--- config.mk ---
export PLATFORM = sky130hd
export DESIGN_NAME = rv_writeback
export DESIGN_NICKNAME = d
export VERILOG_FILES = /design/src/rtl/rv_pkg.sv /design/src/rtl/rv_wb_fifo.sv /design/src/rtl/rv_writeback.sv
export SDC_FILE = /design/constraint.sdc
export NUM_CORES = 1
export LEC_CHECK = 0
export BUFFER_PORTS_ARGS = -buffer_cell sky130_fd_sc_hd__buf_2
export CAP_MARGIN = 20
export CORE_UTILIZATION = 58
export DETAILED_ROUTE_END_ITERATION = 10
export PLACE_DENSITY_LB_ADDON = 0.15
export SLEW_MARGIN = 20
export SYNTH_ARGS = -nofsm -noshare
export SYNTH_HDL_FRONTEND = slang
export SYNTH_SLANG_ARGS = --single-unit
--- constraint.sdc ---
create_clock -name i_clk -period 7.7 [get_ports i_clk]
set_clock_uncertainty 0.2 [all_clocks]
set_input_delay 0 -clock i_clk [delete_from_list [all_inputs] [get_ports i_clk]]
set_output_delay 0 -clock i_clk [all_outputs]
set_load 0.01 [all_outputs]
--- src/rtl/rv_pkg.sv ---
// Shared register-file widths and the write-request record used by the writeback path.
package rv_pkg;
  localparam int REG_ADDR_W = 5;
  localparam int XLEN       = 32;

  typedef struct packed {
    logic [REG_ADDR_W-1:0] rd;
    logic [XLEN-1:0]       data;
  } wb_req_t;
endpackage

--- src/rtl/rv_wb_fifo.sv ---
// In-order load-response queue; each slot carries valid and kill bits, and a kill port
// marks every live slot whose rd matches.
module rv_wb_fifo import rv_pkg::*; #(
  parameter int FIFO_DEPTH = 4
) (
  input  logic                  i_clk,
  input  logic                  i_reset,
  input  logic                  push,
  input  wb_req_t               push_req,
  input  logic                  pop,
  input  logic                  kill_en,
  input  logic [REG_ADDR_W-1:0] kill_rd,
  output wb_req_t               head_req,
  output logic                  head_kill,
  output logic                  empty,
  output logic                  full,
  output logic                  busy
);
  localparam int AW = $clog2(FIFO_DEPTH);

  logic [AW:0]           wptr, rptr;
  wb_req_t               mem_q [FIFO_DEPTH];
  logic [FIFO_DEPTH-1:0] vld_q, kill_q;

  assign empty     = (wptr == rptr);
  assign full      = (wptr[AW-1:0] == rptr[AW-1:0]) && (wptr[AW] != rptr[AW]);
  assign head_req  = mem_q[rptr[AW-1:0]];
  assign head_kill = kill_q[rptr[AW-1:0]];
  assign busy      = |(vld_q & ~kill_q);

  always_ff @(posedge i_clk) begin
    if (i_reset) begin
      wptr   <= '0;
      rptr   <= '0;
      vld_q  <= '0;
      kill_q <= '0;
    end else begin
      for (int i = 0; i < FIFO_DEPTH; i++)
        if (kill_en && vld_q[i] && mem_q[i].rd == kill_rd) kill_q[i] <= 1'b1;
      if (pop) begin
        vld_q[rptr[AW-1:0]] <= 1'b0;
        rptr                <= rptr + 1'b1;
      end
      // The push slot is never live (no push when full), so it cannot race a kill.
      if (push) begin
        vld_q[wptr[AW-1:0]]  <= 1'b1;
        kill_q[wptr[AW-1:0]] <= 1'b0;
        wptr                 <= wptr + 1'b1;
      end
    end
  end

  always_ff @(posedge i_clk)
    if (push) mem_q[wptr[AW-1:0]] <= push_req;
endmodule

--- src/rtl/rv_writeback.sv ---
// Merges ALU results and queued load responses onto the single register-file write port
// and forwards the just-written value over the register file's stale read.
module rv_writeback import rv_pkg::*; #(
  parameter int FIFO_DEPTH = 4
) (
  input  logic        i_clk,
  input  logic        i_reset,
  input  logic        i_alu_valid,
  input  logic [4:0]  i_alu_rd,
  input  logic [31:0] i_alu_data,
  input  logic        i_mem_valid,
  output logic        o_mem_ready,
  input  logic [4:0]  i_mem_rd,
  input  logic [31:0] i_mem_data,
  input  logic [4:0]  i_rs1,
  input  logic [4:0]  i_rs2,
  input  logic [31:0] i_rf_data1,
  input  logic [31:0] i_rf_data2,
  output logic [4:0]  o_rd,
  output logic        o_write,
  output logic [31:0] o_data,
  output logic [31:0] o_data1,
  output logic [31:0] o_data2,
  output logic        o_busy
);
  wb_req_t     head_req, mem_req;
  logic        head_kill, q_empty, q_full;
  logic        alu_wr, mem_hs, mem_use, pop, bypass, push;
  logic        nxt_write;
  logic [4:0]  nxt_rd;
  logic [31:0] nxt_data;
  logic        fwd_en1, fwd_en2;
  logic [31:0] fwd_data1, fwd_data2;

  assign o_mem_ready = !q_full;
  assign alu_wr      = i_alu_valid && (i_alu_rd != '0);
  assign mem_hs      = i_mem_valid && o_mem_ready;
  // A load to x0, or to the rd a younger ALU result writes this cycle, is swallowed.
  assign mem_use     = mem_hs && (i_mem_rd != '0) && !(alu_wr && i_alu_rd == i_mem_rd);
  assign pop         = !alu_wr && !q_empty;
  assign bypass      = !alu_wr && q_empty && mem_use;
  assign push        = mem_use && !bypass;
  assign mem_req     = '{rd: i_mem_rd, data: i_mem_data};

  rv_wb_fifo #(.FIFO_DEPTH(FIFO_DEPTH)) u_fifo (
    .i_clk     (i_clk),
    .i_reset   (i_reset),
    .push      (push),
    .push_req  (mem_req),
    .pop       (pop),
    .kill_en   (alu_wr),
    .kill_rd   (i_alu_rd),
    .head_req  (head_req),
    .head_kill (head_kill),
    .empty     (q_empty),
    .full      (q_full),
    .busy      (o_busy)
  );

  always_comb begin
    nxt_write = 1'b0;
    nxt_rd    = o_rd;
    nxt_data  = o_data;
    if (alu_wr) begin
      nxt_write = 1'b1;
      nxt_rd    = i_alu_rd;
      nxt_data  = i_alu_data;
    end else if (pop) begin
      if (!head_kill) begin
        nxt_write = 1'b1;
        nxt_rd    = head_req.rd;
        nxt_data  = head_req.data;
      end
    end else if (bypass) begin
      nxt_write = 1'b1;
      nxt_rd    = i_mem_rd;
      nxt_data  = i_mem_data;
    end
  end

  always_ff @(posedge i_clk) begin
    if (i_reset) begin
      o_write   <= 1'b0;
      o_rd      <= '0;
      o_data    <= '0;
      fwd_en1   <= 1'b0;
      fwd_en2   <= 1'b0;
      fwd_data1 <= '0;
      fwd_data2 <= '0;
    end else begin
      o_write   <= nxt_write;
      o_rd      <= nxt_rd;
      o_data    <= nxt_data;
      fwd_en1   <= o_write && (o_rd != '0) && (i_rs1 == o_rd);
      fwd_en2   <= o_write && (o_rd != '0) && (i_rs2 == o_rd);
      fwd_data1 <= o_data;
      fwd_data2 <= o_data;
    end
  end

  assign o_data1 = fwd_en1 ? fwd_data1 : i_rf_data1;
  assign o_data2 = fwd_en2 ? fwd_data2 : i_rf_data2;
endmodule

==> out/results.ini, run 1 <==
[outcome]
outcome=completed

[logic_synthesis]
avgSynthCellArea_um2=14.4
ys_types=50
yosys.cell_count.top_type=edfxtp_1
synth_top_area_share_pct=42.1
netlist_area_um2=10600
synth-seq-cells=236
synth_edf_count=148
ys_top_cells_by_area=edfxtp_1 (42%), dfxtp_1 (17%), mux2_2 (10%), mux4_2 (8.1%), a21oi_2 (2.5%)
yosysTopAreaCell=edfxtp_1
syn-num-nets=894
syn_inst=734
yosysWarnings=0
synth_ff_type=edfxtp_1
synth_commonest_cells=edfxtp_1 (148), mux2_2 (94), dfxtp_1 (88), nor2_1 (45), mux4_2 (38)
async_flop_share_pct=0
yosysSeqAreaShare_pct=58.8

[cts]
cts_tree=built
htreeDepth=1
ctsResizeCount=0
cts_made_buffers=23
cts_buffer_depth=3
clkSinkCount=236
path_clk_slew_ps=70
root_buffer=clkbuf_16
clk_latency_ps=510

[floorplanning]
num_io_pins=256
core-area_um2=17500
initial_core_util_pct=60.2
rows=48
die_w_um=137
die_y_um=137
die-area_um2=18700

[grt]
grtUsageTotal_pct=27.1
grt_antenna_before_repair=0
grt_overflow=0
grt_max_degree=53
grt_pass1_wl_mm=38.3
grt_pass1_vias=7165

[final_layout]
final_cells=1302
fill_cells=1131
areaGrowthSynthToFinish_pct=27.9
antenna_cells=0
design_area_um2=13500
layout-drive-gt1-share_pct=44.4
utilization_pct=76.9
fin_nets=1220

[place]
placed_area_um2=11900
place_ws_ps=4900
io_buffer_count=255
hpwl_mm=15.8
place_inst=1171
place_congestion=0.832

[pwr]
powerDensity_nw_per_um2=280
peakVddDrop_v=0.000264
p_leak_nw=5.18

[drt]
via_per_inst=5.66
drc=0
wirelength_mm=25.5
wl_per_cell_um=19.6
routed-via-count=7373
first_iter_violations=470
detail-route-antenna-nets=0
drtPass1Iterations=5

[critical_path]
cp-end-kind=flip-flop
crit_family=buffers and inverters
reg2reg_depth=7
worstPathMaxFanout=29
r2r_end=o_rd[2]
worstPathCellList=buf_4, mux4_2, nand2_1, o2bb2ai_1, dlygate4sd3_1, o31ai_1, dlygate4sd3_1
rrSetupSlack_ps=4240
cp_slowest_cell=dlygate4sd3_1
required_ps=7890
cp.arrival_ps=3650
critPathMaxStageDelay_ps=590
critPathLaunchType=flip-flop
crit_buf_inv=3
path_common_cell=dlygate4sd3_1
path_class=reg -> reg

[sta]
maxSlewHeadroom_pct=30.0
worst_slack_ps=4240
fin_crit_ps=3460
max_freq_ghz=0.289
hold_violations=0
setup_viol=0
tns_ps=0
rsz0062_at_grt=no
finalMaxSlewViolations=0
worst_slew_pin_slew_ps=1050
min_period_over_period_pct=44.9

[worst_hold_path]
min_path_cells=2
min_to=u_fifo.mem_q[1][19]
hold_start=i_mem_data[19]
holdCritPathClass=in -> reg

[flow_run]
max_cap_viol_count=0

[routing by layer]
layer	vias up	routed length (um)	global-route usage, %
li1	3412	-	-
met1	3595	10100	34.8
met2	333	13200	48.4
met3	33	1700	3.44
met4	0	414	7.45
met5	-	0	0
[cell families (layout without fill, tap and decap cells)]
family                   Yosys count  count (layout)  synth area share (%)
flip-flops                       236             236                  58.8
AND/OR/NAND/NOR                  147             147                  6.90
AO/OA/AOI/OAI                    105             105                  8.02
multiplexers                     136             136                  18.7
buffers and inverters             61             404                  3.24
XOR/XNOR                          41              41                  3.40
adder cells (fa/ha/maj)            8               8                 0.949
[layout by cell type (no fill, tap or decap), drive strengths merged, types with 7 or more instances in the layout]
cell	count
clkbuf	32
mux2	98
nor2	47
nand2	38
dfxtp	88
ha	8
nand3	8
nor2b	34
xor2	28
mux4	38
a21oi	43
inv	11
dlygate4sd3	89
buf	263
edfxtp	148
clkinv	7
a211oi	32
xnor2	13
[report_power, final]
group | internal [W] | switching (W) | total, W
logic | 0.000495 | 0.000585 | 0.00108
registers | 0.00151 | 0.000102 | 0.00162
clock network | 0.000630 | 0.000455 | 0.00109
[registers in the layout, summed over array words and instances (netlist names), named ones only]
signal         count
u_fifo.mem_q     148
fwd_data2         32
o_data            32
o_rd               5
u_fifo.kill_q      4
u_fifo.vld_q       4
u_fifo.rptr        3
u_fifo.wptr        3
fwd_en1            1
fwd_en2            1
o_write            1
[timing repair]
| item | 4_1_cts | 5_1_grt |
|---|---|---|
| setup buffers | 0 | 0 |
| setup endpoints to repair | 0 | 0 |
| endpoints found under the hold margin | 218 | 0 |
| hold buffers | 89 | 0 |
[how the worst max path moves through the flow]
stage	cells past startpoint	slack (ps)	endpoint
after floorplan	6	4870	u_fifo.mem_q[2][0]
after global placement	5	4960	u_fifo.mem_q[2][34]
after detailed placement	5	4900	u_fifo.mem_q[2][34]
after CTS	7	4210	o_rd[2]
after global routing	7	4030	o_rd[2]
final	7	4240	o_rd[2]
[area by class of cell]
type | instances | area [um^2] | share of cell area (%)
timing repair buffer | 352 | 2230 | 16.5
sequential | 236 | 6210 | 46.0
clock buffer | 32 | 619 | 4.59
inverter | 10 | 37.5 | 0.278
multi-input combinational | 437 | 4010 | 29.7
clock inverter | 10 | 103 | 0.761
tap | 225 | 282 | 2.09
[through the flow]
step           total power [W]  hold WS (ps)
6_report               0.00378          72.3
4_1_cts                0.00379          63.5
2_1_floorplan          0.00235          -101
3_5_place_dp           0.00267          49.8
3_3_place_gp           0.00265          36.9
5_1_grt                0.00395          74.5
Note: power is estimated with default switching activity, not from simulation.
==> run 2, diff against run 1 <==
Settings changed: CORE_UTILIZATION 58 to 54.
Clock period 7.7 ns to 3.5 ns, I/O delays scaled along.
==> run 2 against run 1 <==
Hold slack worse by 13 ps. Largest cell class unchanged. Wire length down 0.60%. Final area up 1.3%. Non-clock buffer count up 5. Sequential share of layout area down 0.59 points. Core utilization down 4.8 points. Critical path depth up 1. First-iteration DRC count down 7.7%. Critical path type is now in -> reg.
==> out/results.ini, run 2 (synthesized netlist as in run 1, its figures left out) <==
[outcome]
outcome=completed

[pwr]
p_leak_nw=5.24
switchingPower_w=0.00254
powerDensity_nw_per_um2=620
p_int_w=0.00593
pwr-share-seq_pct=41.9
peakVddDrop_v=0.000565
switching_share_pct=30.0
clkPwrFrac_pct=30.0
combPwrFrac_pct=28.1

[sta]
max_freq_ghz=0.344
tns_ps=0
maxSlewHeadroom_pct=38.6
finalMaxSlewViolations=0
setup_viol=0
min_period_over_period_pct=83.0
hold_violations=0
rsz0062_at_grt=no
fin_crit_ps=2910
worst_slew_pin_slew_ps=922
worst_slack_ps=594

[drt]
via_per_inst=5.44
routed-via-count=7320
drc=0
drtPass1Iterations=5
wirelength_mm=25.4
wl_per_cell_um=18.8
detail-route-antenna-nets=0
first_iter_violations=434

[cts]
cts_buffer_depth=3
clkSinkCount=236
cts_made_buffers=25
cts_tree=built
root_buffer=clkbuf_16
htreeDepth=1
clk_latency_ps=520
path_clk_slew_ps=60
post_cts_buffers=0
ctsHoldBuffers=85
ctsResizeCount=0

[final_layout]
fill_cells=1314
most-common-layout-cells=buf_2 (255), edfxtp_1 (148), mux2_2 (94), dlygate4sd3_1 (85), dfxtp_1 (84)
fin_nets=1227
largest_register_ffs=148
areaGrowthSynthToFinish_pct=29.5
final_common_cell=buf_2
layout-drive-gt1-share_pct=45.3
antenna_cells=0

[critical_path]
rrSetupSlack_ps=700
critPathLaunchType=primary input
path_class=in -> reg
cp-end-kind=flip-flop
cp.arrival_ps=2910
required_ps=3500
worstPathMaxFanout=23

[grt]
grt_pass1_wl_mm=39.1
grt_pass1_vias=7264
grt_antenna_before_repair=0
grt_overflow=0
grt_max_degree=39
grtUsageTotal_pct=25.3

[place]
place_congestion=0.849
io_buffer_count=255
place_ws_ps=635
hpwl_mm=16.7

[floorplanning]
die_y_um=142
initial_core_util_pct=55.7
core-area_um2=19000
die-area_um2=20100
rows=50
die_w_um=142
num_io_pins=256

[flow_run]
max_cap_viol_count=0

[worst_hold_path]
holdCritPathClass=in -> reg

[run 2: layout make-up]
type / count / area (um^2) / share of cell area (%)
flip-flops and latches: 236 / 6210 / 45.4
multi-input cells: 437 / 4010 / 29.4
repair buffers: 357 / 2290 / 16.8
clock buffers: 31 / 668 / 4.89
well taps: 260 / 325 / 2.38
clock inverters: 14 / 120 / 0.879
inverters: 10 / 37.5 / 0.275
[run 2: worst paths after layout]
| kind | start | endpoint | cells after the start |
|---|---|---|---|
| max | i_alu_rd[1] | u_fifo.mem_q[0][26] | 8 |
| min | i_mem_data[22] | u_fifo.mem_q[2][22] | 2 |
| max reg2reg | u_fifo.rptr[0] | o_rd[1] | 7 |
| min reg2reg | o_data[12] | fwd_data2[12] | 1 |
[run 2: power groups by stage]
stage	sequential, W	clock, W	combinational [W]
after global placement	0.00359	0	0.00228
after global routing	0.00359	0.00268	0.00258
after detailed placement	0.00360	0	0.00231
after floorplan	0.00357	0	0.00161
final	0.00355	0.00254	0.00238
after CTS	0.00355	0.00258	0.00241
[run 2: worst max-delay path, stage by stage]
cell,delay (ps)
dlygate4sd3_1,540
buf_2,190
or4_4,580
o21a_2,440
a41oi_4,350
nand3_1,170
inv_2,320
buf_4,300
[run 2: through the flow]
stage	std cells	util, %	area, um^2	hold WS [ps]	power [W]
2_1_floorplan	734	-	10600	-101	0.00518
3_3_place_gp	1215	63.4	12000	38.2	0.00587
3_5_place_dp	1215	63.4	12000	51.5	0.00591
4_1_cts	1345	72.1	13700	46.2	0.00853
5_1_grt	1345	72.1	13700	70.1	0.00885
6_report	1345	72.1	13700	59.7	0.00847
[run 2: layer usage]
layer	global-route usage [%]	vias to the layer above	share of wire, %
met5	0	-	0
met4	6.90	0	2.3
met3	3.85	42	6.1
met2	43.9	289	49
met1	33.3	3569	43
li1	-	3420	-
